==> config.mk <==
export PLATFORM = sky130hd
export DESIGN_NAME = str_num_frame_ctrl
export DESIGN_NICKNAME = d
export VERILOG_FILES = /design/src/rtl/str_num_frame_ctrl.sv
export SDC_FILE = /design/constraint.sdc
export NUM_CORES = 1
export LEC_CHECK = 0
export CORE_MARGIN = 2
export CORE_UTILIZATION = 40
export DETAILED_ROUTE_END_ITERATION = 6
export PLACE_DENSITY_LB_ADDON = 0.12
export SLEW_MARGIN = 20
export SYNTH_ARGS = -nofsm -noshare
export SYNTH_HDL_FRONTEND = slang
export SYNTH_SLANG_ARGS = --single-unit
==> constraint.sdc <==
create_clock -name clk -period 6.5 [get_ports clk]
set_input_delay 0.975 -clock clk [delete_from_list [all_inputs] [get_ports clk]]
set_output_delay 0.975 -clock clk [all_outputs]
set_load 0.01 [all_outputs]
==> src/rtl/str_num_frame_ctrl.sv <==
// Byte-stream frame controller for the 4-digit ASCII-to-integer converter:
// collects digits into a right-justified zero-padded buffer, validates, converts, hands off.
module str_num_frame_ctrl #(
   parameter int unsigned MAX_DIGITS = 4,
   parameter logic [7:0]  TERM_CHAR  = 8'h0D
) (
   input  logic                    clk,
   input  logic                    reset,
   input  logic [7:0]              rx_data,
   input  logic                    rx_valid,
   output logic                    rx_ready,
   output logic [8*MAX_DIGITS-1:0] conv_buf,
   input  logic [8*MAX_DIGITS-1:0] conv_val,
   output logic [8*MAX_DIGITS-1:0] out_data,
   output logic                    out_valid,
   input  logic                    out_ready,
   output logic                    err
);

   localparam int unsigned BW = 8 * MAX_DIGITS;
   localparam int unsigned CW = $clog2(MAX_DIGITS + 1);
   localparam logic [BW-1:0] PAD = {MAX_DIGITS{8'h30}};

   typedef enum logic [2:0] {
      IDLE,
      COLLECT,
      DISCARD,
      CONVERT,
      OUT
   } state_t;

   state_t        state_q, state_d;
   logic [BW-1:0] buf_q, buf_d;
   logic [CW-1:0] cnt_q, cnt_d;
   logic [BW-1:0] out_data_q, out_data_d;
   logic          out_valid_q, out_valid_d;
   logic          err_q, err_d;

   logic accept, is_digit, is_term;

   assign rx_ready  = (state_q == IDLE) || (state_q == COLLECT) || (state_q == DISCARD);
   assign accept    = rx_valid && rx_ready;
   assign is_digit  = (rx_data >= 8'h30) && (rx_data <= 8'h39);
   assign is_term   = (rx_data == TERM_CHAR);
   assign conv_buf  = buf_q;
   assign out_data  = out_data_q;
   assign out_valid = out_valid_q;
   assign err       = err_q;

   always_comb begin
      state_d     = state_q;
      buf_d       = buf_q;
      cnt_d       = cnt_q;
      out_data_d  = out_data_q;
      out_valid_d = out_valid_q;
      err_d       = 1'b0;
      case (state_q)
         IDLE: begin
            if (accept) begin
               if (is_digit) begin
                  buf_d   = {PAD[BW-9:0], rx_data};
                  cnt_d   = CW'(1);
                  state_d = COLLECT;
               end else if (!is_term) begin
                  state_d = DISCARD;
               end
            end
         end
         COLLECT: begin
            if (accept) begin
               if (is_term) begin
                  state_d = CONVERT;
               end else if (is_digit && (cnt_q < CW'(MAX_DIGITS))) begin
                  buf_d = {buf_q[BW-9:0], rx_data};
                  cnt_d = cnt_q + CW'(1);
               end else begin
                  state_d = DISCARD;
               end
            end
         end
         DISCARD: begin
            if (accept && is_term) begin
               err_d   = 1'b1;
               buf_d   = PAD;
               cnt_d   = '0;
               state_d = IDLE;
            end
         end
         CONVERT: begin
            out_data_d  = conv_val;
            out_valid_d = 1'b1;
            state_d     = OUT;
         end
         OUT: begin
            if (out_valid_q && out_ready) begin
               out_valid_d = 1'b0;
               buf_d       = PAD;
               cnt_d       = '0;
               state_d     = IDLE;
            end
         end
         default: state_d = IDLE;
      endcase
   end

   always_ff @(posedge clk or posedge reset) begin
      if (reset) begin
         state_q     <= IDLE;
         buf_q       <= PAD;
         cnt_q       <= '0;
         out_data_q  <= '0;
         out_valid_q <= 1'b0;
         err_q       <= 1'b0;
      end else begin
         state_q     <= state_d;
         buf_q       <= buf_d;
         cnt_q       <= cnt_d;
         out_data_q  <= out_data_d;
         out_valid_q <= out_valid_d;
         err_q       <= err_d;
      end
   end

endmodule

==> impl_results.md <==
* Outcome: finished clean
* Largest net degree at the start of global routing at 73
* Setup Fix Bufs, Post-CTS at 0
* Hpwl dp at 4.62 mm
* Peak supply drop at 0.167 mV
* CP Class: in2reg
* Max cap viols at 0
* Warning count from the yosys run at 0
* Clock-pin slew on the worst setup and hold paths at 70 ps
* Wire per inst at 14.8 microns
* CTS buffer count at 9
* CP Data Required Time at 6760 ps
* Routability congestion estimate at 0.795
* Setup crit end kind: flip-flop
* Die Height at 91.2 microns
* Number of synthesized flops with an enable pin at 0
* Clk_skew at 6.67 ps
* CP peak stage delay at 810 ps
* Routed WL at 6.77 mm
* Share of cells above drive strength 1 at 0.192
* CTS H-tree lvls at 3
* Cells after Synth at 249
* Final worst setup slack at 2760 ps
* Inserted Diodes at 0
* Initial Utilization at 0.417
* Top-level port count at 111
* Post-route ant nets at 0
* Clock root buffer master: clkbuf_8
* Slew Limit Headroom at 0.385
* Initial antenna violation count at 0
* Syn Std Cell Area at 3040 sq um
* Detailed-route DRC error count at 0
* Hold crit path type: reg2reg
* Period utilisation layout at 0.576
* F_max at 0.267 GHz
* 1st-iter DRT viols at 100
* RSZ-0062 raised after global routing: no
* Hold buffers post-CTS at 0
* Non-filler cells, final at 459
* Sequential fraction of the synthesis area at 0.596
* Commonest non-fill, non-tap cell in the layout: clkdlybuf4s50_1
* Worst-Skew Late Latency at 330 ps
* Max Root-Sink Buffers at 2
* Final hold slack at 503 ps
* Layout Nets at 401
* Final Setup Violations at 0
* Total GRT Usage at 0.167
* Number of global-route vias before repair at 2,256
* Port-buffer cells at 110
* Avg Synthesized Cell Area at 12.2 sq um
* Fin crit period at 3740 ps
* Die area at 8310 sq um
* Drt pass-1 iters at 5
* Rows at 31
* Core region area at 7290 sq um
* First-pass GRT wire length at 11.2 mm
* CP Max Fanout at 28
* Final Hold Fails at 0
* Top FF cell, synth: dfrtp_1
* Share of flip-flops with an asynchronous set or reset at 1.00
* Yosys cell types at 39
* PwrDens at 346 nW/um^2
* GR Overflow Total at 0
* Critical-path cell list: clkdlybuf4s50_1 -> or4_4 -> or2_4 -> a211oi_4 -> or2_1 -> a22o_1
* CTS tree: yes
* Vias per inst at 5.07
* DP Area at 4200 sq um
* Clk sinks at 72
* DR vias at 2,325
* Mapped Nets at 294
* Lkg Pwr at 1.73 nW
* Inst Count DP at 444
* PostCTS Resize Cnt at 0
* Post-route cell area at 4360 sq um
* Pre-CTS setup slack at 2160 ps
* Post-synthesis register bit count at 72
* Measured slew at the worst slew-check pin at 923 ps
* Slowest CP cell: or2_1
* Post-route setup TNS at 0 ps
* Crit start category: input port
* Chip Width at 91.2 microns
* Area delta synth->final at 43.4%
* Commonest non-fill, non-tap cells in the layout: 110 x clkdlybuf4s50_1, 64 x dfrtp_1, 38 x mux2_2, 27 x nand2_1, 24 x o21ai_0
* Final Max Tran Viols at 0
* Worst EP arrival at 4010 ps
[critical path: cells and delay by family]
| kind | cells | cell delay (ps) |
|---|---|---|
| buffers and inverters | 1 | 440 |
| and+or+nand+nor | 3 | 1660 |
| AOI/OAI and AO/OA | 2 | 930 |
[stage by stage]
| step | total power, mW | utilization |
|---|---|---|
| 6_report | 1.51 | 0.598 |
| 5_1_grt | 1.60 | 0.598 |
| 4_1_cts | 1.52 | 0.597 |
| 3_5_place_dp | 1.23 | 0.576 |
| 3_3_place_gp | 1.22 | 0.576 |
| 2_1_floorplan | 0.926 | - |
[cells in the mapped netlist, types with 2 or more instances]
| master | count | area [sq um] |
|---|---|---|
| a21oi_1 | 5 | 25.0 |
| a22o_1 | 5 | 43.8 |
| and2_1 | 4 | 25.0 |
| buf_6 | 2 | 22.5 |
| clkbuf_1 | 11 | 41.3 |
| dfrtp_1 | 64 | 1600 |
| dfstp_2 | 8 | 210 |
| inv_1 | 2 | 7.51 |
| mux2_2 | 38 | 428 |
| mux2i_1 | 2 | 20.0 |
| nand2_1 | 27 | 101 |
| nand2b_1 | 8 | 50.1 |
| nor2_1 | 4 | 15.0 |
| nor3_1 | 2 | 10.0 |
| o21ai_0 | 24 | 120 |
| o21ai_1 | 19 | 95.1 |
| o31ai_1 | 2 | 15.0 |
[final cells by class]
class                   instances  area, sq um
inverters                       2         7.51
repair buffers                112         1120
well taps                      99          124
flip-flops and latches         72         1810
multi-input cells             159         1150
clock inverters                 4         22.5
fillers                       651         2930
clock buffers                  11          131
[registers in the layout, indices dropped and copies added, names as in the netlist]
name	flops
conv_buf	32
out_data	32
cnt_q	3
state_q	3
err	1
out_valid	1
[power by group]
part           total, mW  internal (mW)  switching, mW
combinational      0.567          0.337          0.229
clock              0.289          0.135          0.154
sequential         0.653          0.575         0.0786
total               1.51           1.05          0.462
[cells by family after synthesis]
group                      Yosys count  share of synthesized area
AOI/OAI and AO/OA                   60                      0.119
adders and majority gates            1                    0.00412
buffers and inverters               18                     0.0292
DFF                                 72                      0.596
muxes                               40                      0.147
and+or+nand+nor                     58                      0.104
[metal layers]
layer	GRT usage	vias up	part of all wire
met5	0	-	0
met4	0.0669	0	0.0095
met3	0.0473	6	0.069
met2	0.254	83	0.47
met1	0.225	1151	0.45
li1	-	1085	-
[worst paths after layout]
check	start	end	slack [ps]	cells past startpoint
worst max-delay path	rx_data[1]	conv_buf[3]	2760	6
worst max register to register	state_q[0]	conv_buf[3]	3770	5
worst min-delay path	out_data[0]	out_data[0]	500	1
worst min register to register	out_data[0]	out_data[0]	500	1
max in group asynchronous	reset	out_data[18]	4700	3
min in group asynchronous	reset	conv_buf[26]	1250	3
(Power assumes the default switching activity.)
